===== src/rtl/mcpu_pkg.sv =====
// Shared definitions for the multi-cycle MIPS-subset core: FSM state codes,
// opcode/funct constants, ALU operation enumeration and decode helpers.
package mcpu_pkg;

    typedef enum logic [4:0] {
        S_IF       = 5'd0,
        S_ID       = 5'd1,
        S_MEM_ADDR = 5'd2,
        S_MEM_RD   = 5'd3,
        S_LW_WB    = 5'd4,
        S_MEM_WR   = 5'd5,
        S_R_EXE    = 5'd6,
        S_R_WB     = 5'd7,
        S_BR       = 5'd8,
        S_J        = 5'd9,
        S_I_EXE    = 5'd10,
        S_I_WB     = 5'd11
    } state_t;

    localparam logic [5:0] OP_RTYPE = 6'h00;
    localparam logic [5:0] OP_J     = 6'h02;
    localparam logic [5:0] OP_BEQ   = 6'h04;
    localparam logic [5:0] OP_BNE   = 6'h05;
    localparam logic [5:0] OP_ADDI  = 6'h08;
    localparam logic [5:0] OP_ADDIU = 6'h09;
    localparam logic [5:0] OP_SLTI  = 6'h0A;
    localparam logic [5:0] OP_ANDI  = 6'h0C;
    localparam logic [5:0] OP_ORI   = 6'h0D;
    localparam logic [5:0] OP_XORI  = 6'h0E;
    localparam logic [5:0] OP_LUI   = 6'h0F;
    localparam logic [5:0] OP_LW    = 6'h23;
    localparam logic [5:0] OP_SW    = 6'h2B;

    localparam logic [5:0] FN_SLL  = 6'h00;
    localparam logic [5:0] FN_SRL  = 6'h02;
    localparam logic [5:0] FN_ADD  = 6'h20;
    localparam logic [5:0] FN_ADDU = 6'h21;
    localparam logic [5:0] FN_SUB  = 6'h22;
    localparam logic [5:0] FN_SUBU = 6'h23;
    localparam logic [5:0] FN_AND  = 6'h24;
    localparam logic [5:0] FN_OR   = 6'h25;
    localparam logic [5:0] FN_XOR  = 6'h26;
    localparam logic [5:0] FN_NOR  = 6'h27;
    localparam logic [5:0] FN_SLT  = 6'h2A;
    localparam logic [5:0] FN_SLTU = 6'h2B;

    typedef enum logic [3:0] {
        ALU_ADD, ALU_SUB, ALU_AND, ALU_OR, ALU_XOR, ALU_NOR,
        ALU_SLT, ALU_SLTU, ALU_SLL, ALU_SRL, ALU_LUI
    } alu_op_t;

    // R-type funct codes the core executes; anything else retires as a NOP.
    function automatic logic funct_supported(input logic [5:0] fn);
        case (fn)
            FN_SLL, FN_SRL, FN_ADD, FN_ADDU, FN_SUB, FN_SUBU, FN_AND,
            FN_OR, FN_XOR, FN_NOR, FN_SLT, FN_SLTU: return 1'b1;
            default: return 1'b0;
        endcase
    endfunction

    function automatic alu_op_t alu_op_from_funct(input logic [5:0] fn);
        case (fn)
            FN_SUB, FN_SUBU: return ALU_SUB;
            FN_AND:          return ALU_AND;
            FN_OR:           return ALU_OR;
            FN_XOR:          return ALU_XOR;
            FN_NOR:          return ALU_NOR;
            FN_SLT:          return ALU_SLT;
            FN_SLTU:         return ALU_SLTU;
            FN_SLL:          return ALU_SLL;
            FN_SRL:          return ALU_SRL;
            default:         return ALU_ADD;
        endcase
    endfunction

    function automatic alu_op_t alu_op_from_opcode(input logic [5:0] op);
        case (op)
            OP_SLTI: return ALU_SLT;
            OP_ANDI: return ALU_AND;
            OP_ORI:  return ALU_OR;
            OP_XORI: return ALU_XOR;
            OP_LUI:  return ALU_LUI;
            default: return ALU_ADD;
        endcase
    endfunction

endpackage


===== src/rtl/mcpu_alu.sv =====
// Combinational 32-bit ALU. Shifts move operand b by shamt; LUI places the
// low half of b in the upper half of the result. Arithmetic wraps modulo 2^32.
module mcpu_alu
    import mcpu_pkg::*;
(
    input  logic [31:0] a,
    input  logic [31:0] b,
    input  logic [4:0]  shamt,
    input  alu_op_t     op,
    output logic [31:0] y,
    output logic        zero
);

    // Select the result for the requested operation.
    always_comb begin
        y = 32'd0;
        case (op)
            ALU_ADD:  y = a + b;
            ALU_SUB:  y = a - b;
            ALU_AND:  y = a & b;
            ALU_OR:   y = a | b;
            ALU_XOR:  y = a ^ b;
            ALU_NOR:  y = ~(a | b);
            ALU_SLT:  y = {31'd0, ($signed(a) < $signed(b))};
            ALU_SLTU: y = {31'd0, (a < b)};
            ALU_SLL:  y = b << shamt;
            ALU_SRL:  y = b >> shamt;
            ALU_LUI:  y = {b[15:0], 16'd0};
            default:  y = 32'd0;
        endcase
    end

    assign zero = (y == 32'd0);

endmodule


===== src/rtl/mcpu_core.sv =====
// Multi-cycle MIPS-subset core with one shared instruction/data port.
// Bus handshake: the core holds CPU_MIO=1 with a stable Addr_out (and
// Data_out/mem_w for stores) in IF, MEM_RD and MEM_WR; a transfer completes
// on the rising edge where MIO_ready=1, otherwise the state repeats.
// INT is accepted but has no effect in this revision.
module mcpu_core
    import mcpu_pkg::*;
#(
    parameter logic [31:0] RESET_PC = 32'h0000_0000
) (
    input  logic        clk,
    input  logic        reset,
    input  logic        MIO_ready,
    input  logic        INT,
    input  logic [31:0] Data_in,
    output logic [31:0] PC_out,
    output logic [31:0] inst_out,
    output logic        mem_w,
    output logic [31:0] Addr_out,
    output logic [31:0] Data_out,
    output logic        CPU_MIO,
    output logic [4:0]  state
);

    state_t      cur_state;
    state_t      next_state;
    logic [31:0] pc;
    logic [31:0] ir;
    logic [31:0] a_reg;
    logic [31:0] b_reg;
    logic [31:0] alu_out;
    logic [31:0] mdr;
    logic [31:0] regs [0:31];

    logic [5:0]  opcode;
    logic [4:0]  rs;
    logic [4:0]  rt;
    logic [4:0]  rd;
    logic [4:0]  shamt;
    logic [5:0]  funct;
    logic [31:0] imm_sext;
    logic [31:0] imm_zext;
    logic [31:0] imm_i;
    logic [31:0] rs_val;
    logic [31:0] rt_val;

    logic [31:0] alu_a;
    logic [31:0] alu_b;
    alu_op_t     alu_op;
    logic [31:0] alu_y;
    logic        alu_zero;
    logic        branch_taken;

    logic        rf_we;
    logic [4:0]  rf_waddr;
    logic [31:0] rf_wdata;
    logic        unused_int;

    assign opcode   = ir[31:26];
    assign rs       = ir[25:21];
    assign rt       = ir[20:16];
    assign rd       = ir[15:11];
    assign shamt    = ir[10:6];
    assign funct    = ir[5:0];
    assign imm_sext = {{16{ir[15]}}, ir[15:0]};
    assign imm_zext = {16'd0, ir[15:0]};
    assign imm_i    = (opcode == OP_ANDI || opcode == OP_ORI ||
                       opcode == OP_XORI || opcode == OP_LUI) ? imm_zext : imm_sext;
    assign rs_val   = (rs == 5'd0) ? 32'd0 : regs[rs];
    assign rt_val   = (rt == 5'd0) ? 32'd0 : regs[rt];
    assign unused_int = INT;

    // One ALU is time-shared: branch target in ID, address in MEM_ADDR,
    // the operation itself in R_EXE/I_EXE and the A-B compare in BR.
    always_comb begin
        alu_a  = a_reg;
        alu_b  = b_reg;
        alu_op = ALU_ADD;
        case (cur_state)
            S_ID: begin
                alu_a = pc;
                alu_b = {imm_sext[29:0], 2'b00};
            end
            S_MEM_ADDR: alu_b = imm_sext;
            S_R_EXE:    alu_op = alu_op_from_funct(funct);
            S_I_EXE: begin
                alu_b  = imm_i;
                alu_op = alu_op_from_opcode(opcode);
            end
            S_BR:       alu_op = ALU_SUB;
            default:    alu_op = ALU_ADD;
        endcase
    end

    mcpu_alu u_alu (
        .a     (alu_a),
        .b     (alu_b),
        .shamt (shamt),
        .op    (alu_op),
        .y     (alu_y),
        .zero  (alu_zero)
    );

    assign branch_taken = (opcode == OP_BEQ && alu_zero) ||
                          (opcode == OP_BNE && !alu_zero);

    // Next-state selection; unsupported encodings drop back to IF from ID.
    always_comb begin
        next_state = cur_state;
        case (cur_state)
            S_IF:       if (MIO_ready) next_state = S_ID;
            S_ID: begin
                case (opcode)
                    OP_RTYPE: next_state = funct_supported(funct) ? S_R_EXE : S_IF;
                    OP_LW, OP_SW: next_state = S_MEM_ADDR;
                    OP_BEQ, OP_BNE: next_state = S_BR;
                    OP_J:     next_state = S_J;
                    OP_ADDI, OP_ADDIU, OP_SLTI, OP_ANDI, OP_ORI, OP_XORI, OP_LUI:
                              next_state = S_I_EXE;
                    default:  next_state = S_IF;
                endcase
            end
            S_MEM_ADDR: next_state = (opcode == OP_LW) ? S_MEM_RD : S_MEM_WR;
            S_MEM_RD:   if (MIO_ready) next_state = S_LW_WB;
            S_LW_WB:    next_state = S_IF;
            S_MEM_WR:   if (MIO_ready) next_state = S_IF;
            S_R_EXE:    next_state = S_R_WB;
            S_R_WB:     next_state = S_IF;
            S_BR:       next_state = S_IF;
            S_J:        next_state = S_IF;
            S_I_EXE:    next_state = S_I_WB;
            S_I_WB:     next_state = S_IF;
            default:    next_state = S_IF;
        endcase
    end

    // State register with bus strobes registered from the next state.
    always_ff @(posedge clk) begin
        if (reset) begin
            cur_state <= S_IF;
            mem_w     <= 1'b0;
            CPU_MIO   <= 1'b1;
        end else begin
            cur_state <= next_state;
            mem_w     <= (next_state == S_MEM_WR);
            CPU_MIO   <= (next_state == S_IF) || (next_state == S_MEM_RD) ||
                         (next_state == S_MEM_WR);
        end
    end

    // Datapath registers: PC, IR, A/B operand latches, ALUOut and MDR.
    always_ff @(posedge clk) begin
        if (reset) begin
            pc      <= RESET_PC;
            ir      <= 32'd0;
            a_reg   <= 32'd0;
            b_reg   <= 32'd0;
            alu_out <= 32'd0;
            mdr     <= 32'd0;
        end else begin
            case (cur_state)
                S_IF: if (MIO_ready) begin
                    ir <= Data_in;
                    pc <= pc + 32'd4;
                end
                S_ID: begin
                    a_reg   <= rs_val;
                    b_reg   <= rt_val;
                    alu_out <= alu_y;
                end
                S_MEM_ADDR, S_R_EXE, S_I_EXE: alu_out <= alu_y;
                S_MEM_RD: if (MIO_ready) mdr <= Data_in;
                S_BR:     if (branch_taken) pc <= alu_out;
                S_J:      pc <= {pc[31:28], ir[25:0], 2'b00};
                default: ;
            endcase
        end
    end

    // Writeback source and destination for the three retiring states.
    always_comb begin
        rf_we    = 1'b0;
        rf_waddr = rt;
        rf_wdata = alu_out;
        case (cur_state)
            S_LW_WB: begin
                rf_we    = 1'b1;
                rf_wdata = mdr;
            end
            S_R_WB: begin
                rf_we    = 1'b1;
                rf_waddr = rd;
            end
            S_I_WB:  rf_we = 1'b1;
            default: rf_we = 1'b0;
        endcase
    end

    // Register file; $0 is never written so it always reads zero.
    always_ff @(posedge clk) begin
        if (reset) begin
            for (int i = 0; i < 32; i++) regs[i] <= 32'd0;
        end else if (rf_we && rf_waddr != 5'd0) begin
            regs[rf_waddr] <= rf_wdata;
        end
    end

    assign PC_out   = pc;
    assign inst_out = ir;
    assign Addr_out = (cur_state == S_IF) ? pc : alu_out;
    assign Data_out = b_reg;
    assign state    = cur_state;

endmodule


===== config.mk =====
export PLATFORM = sky130hd
export DESIGN_NAME = mcpu_core
export DESIGN_NICKNAME = d
export VERILOG_FILES = /design/src/rtl/mcpu_pkg.sv /design/src/rtl/mcpu_alu.sv /design/src/rtl/mcpu_core.sv
export SDC_FILE = /design/constraint.sdc
export NUM_CORES = 2
export LEC_CHECK = 0
export CAP_MARGIN = 20
export CELL_PAD_IN_SITES_DETAIL_PLACEMENT = 1
export CELL_PAD_IN_SITES_GLOBAL_PLACEMENT = 2
export CORE_AREA = 4 4 437 439
export DETAILED_ROUTE_END_ITERATION = 10
export DIE_AREA = 0 0 441 443
export PLACE_DENSITY = 0.85
export SETUP_SLACK_MARGIN = 0.02
export SLEW_MARGIN = 5
export SYNTH_ARGS = -nofsm -noshare
export SYNTH_HDL_FRONTEND = slang
export SYNTH_HIERARCHICAL = 1
export SYNTH_SLANG_ARGS = --single-unit

===== constraint.sdc =====
create_clock -name clk -period 6.7 [get_ports clk]
set_input_delay 1.005 -clock clk [delete_from_list [all_inputs] [get_ports clk]]
set_output_delay 1.005 -clock clk [all_outputs]
set_load 0.05 [all_outputs]

; ---- Yosys cells after proc, flatten, opt, wreduce, memory -nomap -nowiden
; Memory sizes are Yosys's and may differ from the RTL's. A register that Yosys moved wholly into a read port is not among the register bits.
; Index checks and enable logic that the tools add are counted.
[totals]
register_bits = 199
ramBits = 1024
inputBits = 36
output_inout_bits = 135
word_cells = 142
mem_count = 1
[op_classes]
add_sub_neg = 3
magnitude_cmp = 2
eq_ne = 48
n_shift = 2
muxes = 38
bitwise_logic = 5
reduce_logical = 33
[memory_table]
columns = name, words, word_bits, read_ports, rd_ports_with_merged_regs, write_ports, line
row1 = regs, 32, 32, 2, 2, 32, mcpu_core.sv:33  ; logic [31:0] regs [0:31];
[op_table]
columns = operator, n
row1 = $pmux W32 S11, 1
row2 = $mux W32, 9
row3 = $pmux W32 S3, 2
row4 = $eq A6 B6 Y1 const B, 12
row5 = $lt A32 B32 Y1, 2
row6 = $mux W5, 9
row7 = $eq A6 B4 Y1 const B, 7
row8 = $pmux W4 S5, 2
row9 = $pmux W4 S9, 1
row10 = $pmux W5 S7, 1
row11 = $add A32 B3 Y32 const B, 1
row12 = $add A32 B32 Y32, 1
row13 = $and A32 B32 Y32, 1
row14 = $logic_not A32 Y1, 1
row15 = $not A32 Y32, 1
row16 = $or A32 B32 Y32, 1
row17 = $reduce_or A32 Y1, 1
row18 = $shl A32 B5 Y32, 1
row19 = $shr A32 B5 Y32, 1
row20 = $sub A32 B32 Y32, 1
row21 = $xor A32 B32 Y32, 1
row22 = $eq A5 B3 Y1 const B, 5
row23 = $eq A5 B4 Y1 const B, 4
row24 = $logic_not A5 Y1, 4
row25 = 29 further kinds, 61

; ---- Depth between registers and ports, before layout
[depth]
depth_word = 15
depth_mapped = 31
mapped_depth_nobuf = 24

; ---- Cells and area by module
; Netlist, hierarchy kept.
[modules_own_cells]
columns = mod, n_inst, cells_per_inst, area_each_um2, seq_area_each_um2
row1 = mcpu_core, 1, 4927, 62165.9, 34933.5
row2 = mcpu_alu, 1, 1463, 10323.7, 0.0

; ---- Worst setup path after synthesis
; No wires, ideal clock.
[synth_timing]
path_kind = register to register
start = reg cur_state[2] (netlist: state[2])
end = reg pc[12] (netlist: PC_out[12])
setup_time_ps = 70
t_arrival_ps = 7135
t_required_ps = 6630
path_slack_ps = -505
path_stages_with_launch = 31
n_path_buf = 7
period_less_slack_ps = 7205
path_cell_list = dfxtp_1 > clkbuf_1 > nor4b_1 > clkbuf_1 > nor2_1 > clkbuf_1 > clkbuf_1 > nand2_1 > nand3_1 > clkbuf_1 > inv_1 > ha_1 > buf_2 > nor2_1 > a221oi_1 > a21oi_1 > nor4_1 > o32ai_1 > o41ai_1 > a211oi_1 > a2111o_1 > a32o_1 > nor4_1 > nor4b_2 > xor2_1 > and3_1 > o21ai_1 > and2_1 > clkbuf_1 > o21ai_0 > a21oi_1
[synth_between]
elab_cells_between_ends = 42
classes_between = add/sub: 2 / order compare: 2 / eq/ne: 18 / shift: 2 / mux: 5 / bitwise: 4 / reduce/logical: 9
[synth_lines]
columns = element, line
row1 = "start, declared", mcpu_core.sv:25  ; state_t cur_state;
row2 = "start signal, assigned", mcpu_core.sv:144  ; cur_state <= next_state;
row3 = "$eq A5 B4 Y1, or another cell as far along", mcpu_core.sv:79  ; case (cur_state)
row4 = $pmux W32 S3 *, mcpu_core.sv:79
row5 = via alu_b[4], mcpu_core.sv:48  ; logic [31:0] alu_b;
row6 = "$sub A32 B32 Y32, or another cell as far along", mcpu_alu.sv:19  ; ALU_SUB: y = a - b;
row7 = $pmux W32 S11 *, mcpu_alu.sv:17  ; case (op)
row8 = via alu_y[29], mcpu_core.sv:50  ; logic [31:0] alu_y;
row9 = $logic_not A32 Y1 *, mcpu_alu.sv:33  ; assign zero = (y == 32'd0);
row10 = via alu_zero, mcpu_core.sv:51  ; logic alu_zero;
row11 = $logic_not A1 Y1, mcpu_core.sv:105  ; (opcode == OP_BNE && !alu_zero);
row12 = $logic_and A1 B1 Y1, mcpu_core.sv:105
row13 = $logic_or A1 B1 Y1 *, mcpu_core.sv:104  ; assign branch_taken = (opcode == OP_BEQ && alu_zero) ||
row14 = $ne A2 B2 Y1 (no line) *, n/a
row15 = $reduce_and A3 Y1 (no line) *, n/a
row16 = "end signal, assigned", mcpu_core.sv:164  ; pc <= pc + 32'd4;
row17 = "end signal, assigned", mcpu_core.sv:173  ; S_BR: if (branch_taken) pc <= alu_out;
row18 = "end signal, assigned", mcpu_core.sv:174  ; S_J: pc <= {pc[31:28], ir[25:0], 2'b00};
row19 = "end, declared", mcpu_core.sv:27  ; logic [31:0] pc;
; The timed path passes the listed nets; every way through them passes the cells marked *.
; A chain may end at the register's enable or synchronous reset.

; ---- Worst setup path after layout
[layout_timing]
start = reg cur_state[3] (netlist: state[3])
end = reg pc[18] (netlist: PC_out[18])
; Same word-level chain as after synthesis.

==> out/metrics.yaml <==
outcome:
  status: "complete, no violations"
yosys:
  synth_cell_type_count: 105
  synth.top_cells.by_area: "edfxtp_1 (42%), mux4_2 (15%), nor2_1 (6.3%)"
  syn_inst: 6390
  synth-seq-area-share: 0.4819
  yosys_warnings: 6
  yosysTopAreaCell: "edfxtp_1"
  async_reset_ff_frac: 0
  yosysMostFrequentCell: "nor2_1"
  yosys.area.top_type_share: 0.4242
  syn_area_um2: 72490
  synth_seq_cells: 1233
  yosys-top-cells-count: "nor2_1 (1,224), edfxtp_1 (1,024), nand2_1 (543), mux4_2 (479), clkbuf_1 (452)"
  synth_ff_type: "edfxtp_1"
  synth.avg_cell_area_um2: 11.34
  synth-edff-count: 1024
floorplan:
  coreArea_um2: 187200
  die_x_um: 441
  die-area_um2: 195400
  io_pins: 171
  initial_core_util: 0.3872
  rows: 159
  die_h_um: 443
drt:
  via_per_inst: 6.493
  wirelength_mm: 325.7
  ant_nets: 0
  drtIter0Drc: 7968
  dr.pass1.iters: 6
  vias: 61350
  wl_per_cell_um: 34.48
  drc: 0
clock_network:
  clock_path_buffers: 3
  cts_buffers: 138
  cts.sinks: 1233
  clkTransAtPathRegs_ns: 0.06
  cts_root_buf: "clkbuf_16"
  clk_latency_ns: 0.81
  cts_tree: "built"
  h-tree-depth: 4
global_routing:
  grt.overflow.total: 0
  grt_max_degree: 108
  antenna_found_initial: 20
  track_usage: 0.3240
  grt_pass1_wl_mm: 458.0
  grt_pass1_vias: 62150
critical_path:
  end_kind: "flip-flop"
  critPathKind: "flip-flop to flip-flop"
  critical_path_required_ns: 7.30
  critPathArrivalTime_ns: 7.15
  path_max_fanout: 14
  slowest_delay_ns: 0.50
  cp-startpoint: "state[3]"
  crit_family: "simple AND/OR/NAND/NOR gates"
  crit_slowest_cell: "or4b_4"
  r2r_start: "state[3]"
  start_kind: "flip-flop"
  crit_top_cell: "buf_4"
  critPathBufInv: 6
sta:
  whs_ns: 0.4685
  period_minus_slack_ns: 6.552
  hold_viol: 0
  finalCritPeriodShare: 0.9779
  clock-skew-final_ns: 0.05372
  finalSetupViolCount: 0
  tightest_slew_ns: 1.251
  maxSlewViolCount: 0
  max_freq_ghz: 0.1526
  slew_headroom: 0.1648
  setup_slack_ns: 0.1484
finish:
  largest_reg_flops: 1024
  fin_nets: 6982
  drive_above_1_share: 0.2709
  largest_register: "regs"
  layoutNonFillerInstCount: 9448
  area_growth_pct: 21.04
  final_util: 0.4687
  fill_cells: 19670
  postLayoutCellArea_um2: 87740
power:
  p_leak_nw: 29.43
  peakVddDrop_v: 0.0002079
  powerDensity_nw_per_um2: 214.3
placement:
  gp_congestion: 1.005
  dp.cells: 9124
  dpl-instance-area_um2: 81000
  io_buffers: 169
  dp_hpwl_mm: 220.9
  dp_slack_ns: -0.3192
worst_hold_path:
  hp-start: "a_reg[18]"
  hold_class: "flip-flop to flip-flop"
job:
  drv_cap: 0
-- power by group --
group	internal, mW	switching [mW]	leakage, nW
registers	8.53	0.223	12.3
logic	1.00	1.44	15.0
clock network	4.27	3.34	2.16
total	13.8	5.00	29.4
-- final timing paths --
check	to	slack [ns]	depth (start not counted)
worst max-delay path	PC_out[18]	0.15	27
worst min-delay path	a_reg[18]	0.47	2
worst max register to register	PC_out[18]	0.15	27
worst min register to register	a_reg[18]	0.47	2
-- cell usage in the layout (no fill, tap or decap), drive strengths merged, types with 33 or more instances in the layout --
master	netlist	layout
mux2i	380	380
inv	107	116
a221oi	123	123
clkinv	3	52
clkbuf	452	189
buf	189	746
nand2	551	551
nand3	71	71
a31oi	45	45
mux4	481	481
o21ai	169	169
mux2	109	109
conb	1	33
nor4	41	41
nor2	1225	1226
edfxtp	1024	1024
a211oi	99	99
nor2b	95	95
nor3	54	54
a22oi	77	77
a21oi	279	279
nand2b	35	35
dfxtp	209	209
ha	99	99
clkdlybuf4s50	0	168
-- per-stage QoR --
stage	setup TNS, ns	power (mW)
finish	0	18.81
global route	-0.5084	19.29
CTS	0	18.69
detailed placement	-8.146	11.16
global placement	-6.817	11.08
floorplan	0	10.15
-- logic make-up (layout without fill, tap and decap cells) --
kind of cell / after synthesis / after routing / synth area share
AND/OR/NAND/NOR: 2228 / 2229 / 0.1324
flip-flops: 1233 / 1233 / 0.4819
AO/OA/AOI/OAI: 1084 / 1084 / 0.1023
multiplexers: 970 / 970 / 0.2189
buffers and inverters: 751 / 1280 / 0.04412
adder cells (fa/ha/maj): 101 / 101 / 0.01764
XOR/XNOR: 22 / 22 / 0.002658
other: 1 / 34 / 0.00005173
-- timing repair --
action / in CTS / in global routing
gates resized for setup: 73 / 223
buffers inserted: 21 / 35
hold buffers: 0 / 0
gates cloned: 2 / 2
pin swaps: 18 / 64
endpoints found under the setup margin: 32 / 32
-- cell type report --
cell class / instances / area, um^2 / area share
Timing Repair Buffer: 923 / 8396 / 0.09568
Sequential cell: 1233 / 34990 / 0.3988
Clock buffer: 181 / 3759 / 0.04284
Multi-Input combinational cell: 4439 / 36370 / 0.4145
Tap cell: 2495 / 3122 / 0.03558
Inverter: 110 / 412.9 / 0.004706
Clock inverter: 66 / 689.4 / 0.007857
Antenna cell: 1 / 2.502 / 0.00002852
-- worst register-to-register path: cells and delay by family, from the launching register on --
family / cells / cell delay (ns)
mux: 2 / 0.81
buf+inv: 6 / 1.11
xor+xnor: 1 / 0.19
compound gates: 6 / 1.27
flops: 1 / 0.32
simple gates: 12 / 2.67
-- metal layers --
layer | up-vias | wire length (um) | GRT usage
met5 | - | 92 | 0
met4 | 14 | 18240 | 0.1556
met1 | 31690 | 120100 | 0.4127
met3 | 810 | 36440 | 0.08135
li1 | 24900 | - | -
met2 | 3933 | 150800 | 0.5159
No activity file was read; power rests on OpenSTA's default activity.
